[src/rtl/exe_stage_mc_pkg.sv]
// Shared types for the execute stage: operation codes and the control FSM state.
package exe_pkg;

  typedef enum logic [3:0] {
    OP_ADD  = 4'd0,
    OP_SUB  = 4'd1,
    OP_AND  = 4'd2,
    OP_OR   = 4'd3,
    OP_XOR  = 4'd4,
    OP_SLL  = 4'd5,
    OP_SRL  = 4'd6,
    OP_SRA  = 4'd7,
    OP_SLT  = 4'd8,
    OP_SLTU = 4'd9,
    OP_LUI  = 4'd10,
    OP_DIVU = 4'd11,
    OP_REMU = 4'd12
  } op_e;

  typedef enum logic {
    ST_IDLE = 1'b0,
    ST_DIV  = 1'b1
  } state_e;

endpackage

[src/rtl/exe_stage_mc_divu.sv]
// Iterative restoring unsigned divider, one quotient bit per cycle (XLEN cycles).
// Present only when EXE_STAGE_DIV_EN is defined.
`ifdef EXE_STAGE_DIV_EN
module exe_divu #(
  parameter int XLEN = 32
) (
  input  logic            clk,
  input  logic            reset,
  input  logic            start,
  input  logic            abort,
  input  logic [XLEN-1:0] dividend,
  input  logic [XLEN-1:0] divisor,
  output logic            done,
  output logic [XLEN-1:0] quotient,
  output logic [XLEN-1:0] remainder
);

  localparam int CW = $clog2(XLEN + 1);

  logic            run_q;
  logic [CW-1:0]   cnt_q;
  logic [XLEN-1:0] quo_q;
  logic [XLEN-1:0] rem_q;
  logic [XLEN-1:0] dvs_q;
  logic [XLEN:0]   rem_sh;
  logic [XLEN:0]   rem_sub;

  // A zero divisor never borrows, so the quotient fills with ones and the
  // remainder accumulates the dividend without any special casing.
  always_comb begin
    rem_sh  = {rem_q, quo_q[XLEN-1]};
    rem_sub = rem_sh - {1'b0, dvs_q};
  end

  always_ff @(posedge clk) begin
    if (reset) begin
      run_q <= 1'b0;
      cnt_q <= '0;
      quo_q <= '0;
      rem_q <= '0;
      dvs_q <= '0;
    end else if (abort) begin
      run_q <= 1'b0;
      cnt_q <= '0;
    end else if (start) begin
      run_q <= 1'b1;
      cnt_q <= CW'(XLEN);
      quo_q <= dividend;
      rem_q <= '0;
      dvs_q <= divisor;
    end else if (run_q && cnt_q != '0) begin
      cnt_q <= cnt_q - CW'(1);
      if (!rem_sub[XLEN]) begin
        rem_q <= rem_sub[XLEN-1:0];
        quo_q <= {quo_q[XLEN-2:0], 1'b1};
      end else begin
        rem_q <= rem_sh[XLEN-1:0];
        quo_q <= {quo_q[XLEN-2:0], 1'b0};
      end
    end
  end

  assign done      = run_q && (cnt_q == '0);
  assign quotient  = quo_q;
  assign remainder = rem_q;

endmodule
`endif

[src/rtl/exe_stage_mc.sv]
// Execute stage: single-cycle ALU into a one-entry EXE/MEM output register.
// Define EXE_STAGE_DIV_EN to add the multi-cycle DIVU/REMU path.
//
//   state   | meaning
//   --------+---------------------------------------------------------------
//   ST_IDLE | accepting; single-cycle ops load the output register directly
//   ST_DIV  | divider running, or result waiting for the output register
module exe_stage_mc
  import exe_pkg::*;
#(
  parameter int              XLEN     = 32,
  parameter logic [XLEN-1:0] RESET_PC = XLEN'(32'h1c000000)
) (
  input  logic            clk,
  input  logic            reset,
  input  logic            flush,
  input  logic            in_valid,
  output logic            in_ready,
  input  logic [XLEN-1:0] in_pc,
  input  logic [XLEN-1:0] in_src1,
  input  logic [XLEN-1:0] in_src2,
  input  logic [XLEN-1:0] in_mem_wdata,
  input  logic [3:0]      in_op,
  input  logic            in_rf_we,
  input  logic [4:0]      in_rf_waddr,
  input  logic            in_mem_we,
  output logic            out_valid,
  input  logic            out_ready,
  output logic [XLEN-1:0] out_pc,
  output logic [XLEN-1:0] out_result,
  output logic [XLEN-1:0] out_mem_wdata,
  output logic            out_rf_we,
  output logic [4:0]      out_rf_waddr,
  output logic            out_mem_we,
  output logic            busy
);

  localparam int SHW = $clog2(XLEN);

  logic            valid_q;
  logic [XLEN-1:0] pc_q;
  logic [XLEN-1:0] result_q;
  logic [XLEN-1:0] mem_wdata_q;
  logic            rf_we_q;
  logic [4:0]      rf_waddr_q;
  logic            mem_we_q;

  logic            out_free;
  logic            accept;
  logic            is_div_op;
  logic            ld_div;
  logic            load;
  logic [SHW-1:0]  shamt;
  logic [XLEN-1:0] alu_res;
  logic [XLEN-1:0] ld_pc;
  logic [XLEN-1:0] ld_result;
  logic [XLEN-1:0] ld_mem_wdata;
  logic            ld_rf_we;
  logic [4:0]      ld_rf_waddr;
  logic            ld_mem_we;

  assign shamt = in_src2[SHW-1:0];

  always_comb begin
    alu_res = '0;
    case (in_op)
      OP_ADD:  alu_res = in_src1 + in_src2;
      OP_SUB:  alu_res = in_src1 - in_src2;
      OP_AND:  alu_res = in_src1 & in_src2;
      OP_OR:   alu_res = in_src1 | in_src2;
      OP_XOR:  alu_res = in_src1 ^ in_src2;
      OP_SLL:  alu_res = in_src1 << shamt;
      OP_SRL:  alu_res = in_src1 >> shamt;
      OP_SRA:  alu_res = $signed(in_src1) >>> shamt;
      OP_SLT:  alu_res = {{(XLEN-1){1'b0}}, ($signed(in_src1) < $signed(in_src2))};
      OP_SLTU: alu_res = {{(XLEN-1){1'b0}}, (in_src1 < in_src2)};
      OP_LUI:  alu_res = in_src2;
      default: alu_res = '0;
    endcase
  end

  assign out_free = !valid_q || out_ready;
  assign accept   = in_valid && in_ready && !flush;

`ifdef EXE_STAGE_DIV_EN
  state_e          state_q;
  logic            is_rem_q;
  logic [XLEN-1:0] pend_pc_q;
  logic [XLEN-1:0] pend_wdata_q;
  logic            pend_rf_we_q;
  logic [4:0]      pend_waddr_q;
  logic            pend_mem_we_q;
  logic            div_done;
  logic [XLEN-1:0] div_quo;
  logic [XLEN-1:0] div_rem;

  assign is_div_op = (in_op == OP_DIVU) || (in_op == OP_REMU);
  assign in_ready  = (state_q == ST_IDLE) && out_free;
  // A finished division waits here until the output register can take it.
  assign ld_div    = (state_q == ST_DIV) && div_done && out_free;
  assign busy      = (state_q == ST_DIV);

  exe_divu #(.XLEN(XLEN)) u_divu (
    .clk       (clk),
    .reset     (reset),
    .start     (accept && is_div_op),
    .abort     (flush || ld_div),
    .dividend  (in_src1),
    .divisor   (in_src2),
    .done      (div_done),
    .quotient  (div_quo),
    .remainder (div_rem)
  );
`else
  assign is_div_op = 1'b0;
  assign in_ready  = out_free;
  assign ld_div    = 1'b0;
  assign busy      = 1'b0;
`endif

  assign load = (accept && !is_div_op) || ld_div;

  always_comb begin
    ld_pc        = in_pc;
    ld_result    = alu_res;
    ld_mem_wdata = in_mem_wdata;
    ld_rf_we     = in_rf_we;
    ld_rf_waddr  = in_rf_waddr;
    ld_mem_we    = in_mem_we;
`ifdef EXE_STAGE_DIV_EN
    if (state_q == ST_DIV) begin
      ld_pc        = pend_pc_q;
      ld_result    = is_rem_q ? div_rem : div_quo;
      ld_mem_wdata = pend_wdata_q;
      ld_rf_we     = pend_rf_we_q;
      ld_rf_waddr  = pend_waddr_q;
      ld_mem_we    = pend_mem_we_q;
    end
`endif
  end

  always_ff @(posedge clk) begin
    if (reset) begin
      valid_q     <= 1'b0;
      pc_q        <= RESET_PC;
      result_q    <= '0;
      mem_wdata_q <= '0;
      rf_we_q     <= 1'b0;
      rf_waddr_q  <= '0;
      mem_we_q    <= 1'b0;
`ifdef EXE_STAGE_DIV_EN
      state_q       <= ST_IDLE;
      is_rem_q      <= 1'b0;
      pend_pc_q     <= '0;
      pend_wdata_q  <= '0;
      pend_rf_we_q  <= 1'b0;
      pend_waddr_q  <= '0;
      pend_mem_we_q <= 1'b0;
`endif
    end else if (flush) begin
      valid_q  <= 1'b0;
      rf_we_q  <= 1'b0;
      mem_we_q <= 1'b0;
`ifdef EXE_STAGE_DIV_EN
      state_q  <= ST_IDLE;
`endif
    end else begin
      if (load) begin
        valid_q     <= 1'b1;
        pc_q        <= ld_pc;
        result_q    <= ld_result;
        mem_wdata_q <= ld_mem_wdata;
        rf_we_q     <= ld_rf_we;
        rf_waddr_q  <= ld_rf_waddr;
        mem_we_q    <= ld_mem_we;
      end else if (valid_q && out_ready) begin
        valid_q  <= 1'b0;
        rf_we_q  <= 1'b0;
        mem_we_q <= 1'b0;
      end
`ifdef EXE_STAGE_DIV_EN
      if (accept && is_div_op) begin
        state_q       <= ST_DIV;
        is_rem_q      <= (in_op == OP_REMU);
        pend_pc_q     <= in_pc;
        pend_wdata_q  <= in_mem_wdata;
        pend_rf_we_q  <= in_rf_we;
        pend_waddr_q  <= in_rf_waddr;
        pend_mem_we_q <= in_mem_we;
      end else if (ld_div) begin
        state_q <= ST_IDLE;
      end
`endif
    end
  end

  assign out_valid     = valid_q;
  assign out_pc        = pc_q;
  assign out_result    = result_q;
  assign out_mem_wdata = mem_wdata_q;
  assign out_rf_we     = rf_we_q;
  assign out_rf_waddr  = rf_waddr_q;
  assign out_mem_we    = mem_we_q;

endmodule
[config.mk]
export PLATFORM = sky130hd
export DESIGN_NAME = exe_stage_mc
export DESIGN_NICKNAME = d
export VERILOG_FILES = /design/src/rtl/exe_stage_mc_pkg.sv /design/src/rtl/exe_stage_mc_divu.sv /design/src/rtl/exe_stage_mc.sv
export SDC_FILE = /design/constraint.sdc
export NUM_CORES = 1
export LEC_CHECK = 0
export BUFFER_PORTS_ARGS = -buffer_cell sky130_fd_sc_hd__clkbuf_2
export CAP_MARGIN = 5
export CORE_MARGIN = 2
export CORE_UTILIZATION = 35
export DETAILED_ROUTE_END_ITERATION = 8
export GPL_TIMING_DRIVEN = 0
export PLACE_DENSITY = 0.62
export SYNTH_ARGS = -nofsm -noshare
export SYNTH_HDL_FRONTEND = slang
export SYNTH_SLANG_ARGS = --single-unit
[constraint.sdc]
create_clock -name clk -period 6.2 [get_ports clk]
set_input_delay 1.24 -clock clk [delete_from_list [all_inputs] [get_ports clk]]
set_output_delay 1.24 -clock clk [all_outputs]
set_load 0.005 [all_outputs]
# Word-level counts from Yosys, hierarchy flattened
# Index checks and enable logic that the tools add are counted.
# word_totals
regBits,104
out_inout_bits,106
# classes
add_sub_neg,2
order_cmp,2
n_eq_ne,10
shift,3
muxes,5
bitwise_logic,4
reduce_logical,10
# ops
cell,n
case mux 32 bit (11 select lines),1
less-than comparator 32 bit,2
adder 32 bit,1
bitwise AND 32 bit,1
OR 32 bit,1
<< shifter 32 x 5 -> 32 bit,1
>> shifter 32 x 5 -> 32 bit,1
>>> shifter 32 x 5 -> 32 bit,1
subtractor 32 bit,1
bitwise XOR 32 bit,1
"== test 4 x 3 -> 1 bit, second input constant",4
"== test 4 bit, second input constant",3
"== test 4 x 2 -> 1 bit, second input constant",2
"== test 4 x 1 -> 1 bit, second input constant",1
logical NOT 4 bit,1
two-way mux 1 bit,4
logical AND 1 bit,3
logical NOT 1 bit,2
AND reduction 2 bit,1
nonzero test 2 bit,1
OR reduction 2 bit,1
logical OR 1 bit,1
inverter 1 bit,1

# Depth between registers and ports, before layout
# logic_depth
ltp_word,5
ltp_mapped,14

# Worst setup path after synthesis
# OpenSTA, ideal clock, no wires.
# synth_timing
path_type,input to register
from,input in_src2[3]
to,register result_q[28] (netlist: out_result[28])
arrival_time_ns,4.369
required_time_ns,6.109
setup_slack_ns,1.740
stages,14
path_buffers,3
path_cell_list,inv_1 > clkbuf_1 > clkbuf_1 > clkbuf_1 > ha_1 > a21oi_1 > a211oi_1 > o2111a_1 > o311ai_0 > nand2_1 > a2111o_1 > o311ai_0 > nand2_1 > a311oi_1
# synth_between
elab_chain_len,2
elab_cells_between_ends,6
# synth_rtl
item,line_no,source
start: declaration,exe_stage_mc.sv:21,"input logic [XLEN-1:0] in_src2,"
"subtractor 32 bit, or another cell as far along",exe_stage_mc.sv:68,OP_SUB: alu_res = in_src1 - in_src2;
case mux 32 bit (11 select lines) (*),exe_stage_mc.sv:66,case (in_op)
end signal: assignment,exe_stage_mc.sv:171,result_q <= ld_result;
end: declaration,exe_stage_mc.sv:42,logic [XLEN-1:0] result_q;
# Mark *: on every way between the ends. The rest lies on a longest branch, timed or not.
# A chain may end at the register's enable or synchronous reset.

# Worst setup path in the final report
# layout_timing
from,input in_src2[3]
to,register result_q[31] (netlist: out_result[31])
# The elaborated chain is that of the path after synthesis.

==> impl_metrics.tcl <==
set metrics [dict create \
    status "finished with violations" \
    violations "design-rule violations" \
    drc_errors 2 \
    hp-class "reg2reg" \
    first_pass_iters 8 \
    die_area_um2 37890 \
    h-tree-depth 3 \
    synth_top_area_share_pct 16.37 \
    avgViaCountPerCell 6.431 \
    power_switching_mw 1.103 \
    final.setup.worst_slack_ns 0.07905 \
    fill_cells 3846 \
    fin_worst_skew_ns 0.02088 \
    synthesis.area_um2 12720 \
    max_cap_viol_count 0 \
    fin_hold_ws_ns 0.4556 \
    wl_met1_um 30130 \
    grt_use_total_pct 38.34 \
    drtIter0Drc 1996 \
    antenna_found_initial 5 \
    globalplace.congestion 1.040 \
    cp-startpoint "in_src2[3]" \
    route.met3.wl_um 8720 \
    numCtsBuffers 9 \
    arrival_ns 6.45 \
    port_buffers 245 \
    cp.required_ns 6.53 \
    die_width_um 194.7 \
    die_h_um 194.7 \
    avgSynthCellArea_um2 7.233 \
    rsz0062_at_grt "false" \
    timing.setup.critical_path_class "in2reg" \
    ys_types 79 \
    yosysMostFrequentCell "nand2_1" \
    ir_drop_mv 0.1144 \
    top_level_ports 250 \
    wire_per_inst_um 30.22 \
    p_leak_nw 6.293 \
    place_ws_ns -0.4374 \
    grt_pass1_vias 15080 \
    cts-resized-gates 2 \
    synth.area.top_cells "dfxtp_1 16%, ha_1 9.9%, mux4_2 9.6%" \
    rows 69 \
    critPathLaunchType "input pin" \
    dp.cells 2466 \
    fin_area_um2 14880 \
    cts_buffer_depth 2 \
    layout-drive-gt1-share_pct 18.60 \
    cp_max_fo 11 \
    finalNetCount 2263 \
    pwr-share-seq_pct 29.0 \
    intPower_mw 1.360 \
    clockPowerShare_pct 24.7 \
    timing.rr.start "out_valid$_SDFFE_PP0P_" \
    hpwl_um 60150 \
    vias 15980 \
    fmax_mhz 163.4 \
    synth_commonest_cells "277 x nand2_1, 203 x a21oi_1, 158 x nor2_1, 104 x dfxtp_1, 101 x ha_1" \
    ctsRootBufferMaster "clkbuf_16" \
    utilization_pct 41.73 \
    hold_viol_final 0 \
    power_frac_comb_pct 46.3 \
    grt-ovfl-total 0 \
    ff2ff_setup_slack_ns 2.77 \
    seq_area_frac_synth_pct 16.37 \
    fin_cells 2485 \
    end_kind "register" \
    syn_inst 1759 \
    synthToLayoutAreaGrowth_pct 16.95 \
    tns_ns 0 \
    fin_crit_ns 6.121 \
    postCtsHoldBufs 0 \
    top_layer_used "met5" \
    synth_flop_cell "dfxtp_1" \
    ys_warn_count 0 \
    slew_headroom_pct 4.216 \
    synth-edff-count 0 \
    wirelength_um 75090 \
    worst_pin_slew_ns 1.422 \
    async_reset_ff_share_pct 0 \
    path_clk_slew_ns 0.09 \
    final_max_slew_viol_count 0 \
    wl_met2_um 31990 \
    clock_latency_ns 0.39 \
    grt_pass1_wl_um 105800 \
    min_from "out_mem_wdata[19]$_SDFFE_PP0P_" \
    cts_setup_buffers 0 \
    synth_seq_cells 104 \
    cts.sinks 104 \
    start_util_pct 35.68 \
    cts_tree "yes" \
    power.density_nw_per_um2 165.6 \
    core_um2 35660 \
    yosysTopAreaCell "dfxtp_1" \
    place_area_um2 14540 \
    setup_viol 0 \
    synth_fp_nets 2006 \
    p_sw_share_pct 44.78 \
    grt_max_degree 22 \
    power_mw 2.464 \
    period_share_pct 98.72 \
    postRouteAntennaNets 0 \
]
[routing by layer]
metal / global-route usage, % / up-vias
li1: - / 6964
met1: 48.85 / 7599
met2: 58.54 / 1187
met3: 11.70 / 226
met4: 19.40 / 4
met5: 0 / -
[registers in the layout, summed over array words and instances (netlist names)]
name,count
out_rf_waddr,5
out_mem_we,1
out_valid,1
out_pc,32
out_result,32
out_rf_we,1
out_mem_wdata,32
[power groups by stage]
stage               clock network (mW)  registers, mW  logic (mW)
global route                     0.645          0.717        1.19
floorplan                            0          0.727       0.635
detailed placement                   0          0.729        1.09
finish                           0.610          0.714        1.14
CTS                              0.623          0.714        1.09
global placement                     0          0.728        1.09
[cell usage in the layout (no fill, tap or decap), drive strengths merged, types with 15 or more instances in the layout]
cell type,count
nand3,36
a21oi,203
a221oi,19
o211ai,23
nand2,277
nor2b,15
clkbuf,344
a211oi,37
o21ai,99
mux2i,33
ha,101
nor3,44
buf,50
nor2,158
dfxtp,104
mux4,55
inv,98
a21o,19
[critical path, stage by stage]
cell and delay, ns:
clkbuf_2 0.20, inv_1 0.14, clkbuf_1 0.57, clkbuf_1 0.63
clkbuf_2 0.54, ha_1 0.41, inv_1 0.14, o311a_1 0.27
o21a_1 0.33, a211oi_1 0.13, o41ai_1 0.68, a21oi_1 0.31
o211ai_1 0.39, mux2_2 0.38, nand2_1 0.06
[cell families after synthesis]
family,count (synthesis),share of synthesized area (%)
simple gates,614,21.20
other cells,1,0.02948
compound gates,585,29.98
buf+inv,234,7.494
mux,101,13.51
flops,104,16.37
xor+xnor,17,1.170
fa+ha+maj,103,10.25
[cell type report]
| class | instances | area (µm²) | area share (%) |
|---|---|---|---|
| Multi-Input combinational cell | 1421 | 9711 | 65.27 |
| Sequential cell | 104 | 2082 | 13.99 |
| Timing Repair Buffer | 246 | 1237 | 8.317 |
| Buffer | 139 | 598.1 | 4.020 |
| Tap cell | 461 | 576.8 | 3.877 |
| Inverter | 95 | 356.6 | 2.397 |
| Clock buffer | 9 | 225.2 | 1.514 |
| Clock inverter | 7 | 83.83 | 0.5635 |
| Antenna cell | 3 | 7.507 | 0.05046 |
[final timing paths]
| path | cells past startpoint | end |
|---|---|---|
| worst max-delay path | 15 | out_result[31]$_SDFFE_PP0P_ |
| worst min-delay path | 2 | out_mem_wdata[19]$_SDFFE_PP0P_ |
| worst max register to register | 9 | out_result[11]$_SDFFE_PP0P_ |
| worst min register to register | 2 | out_mem_wdata[19]$_SDFFE_PP0P_ |
Power figures use the tool's default switching activity.
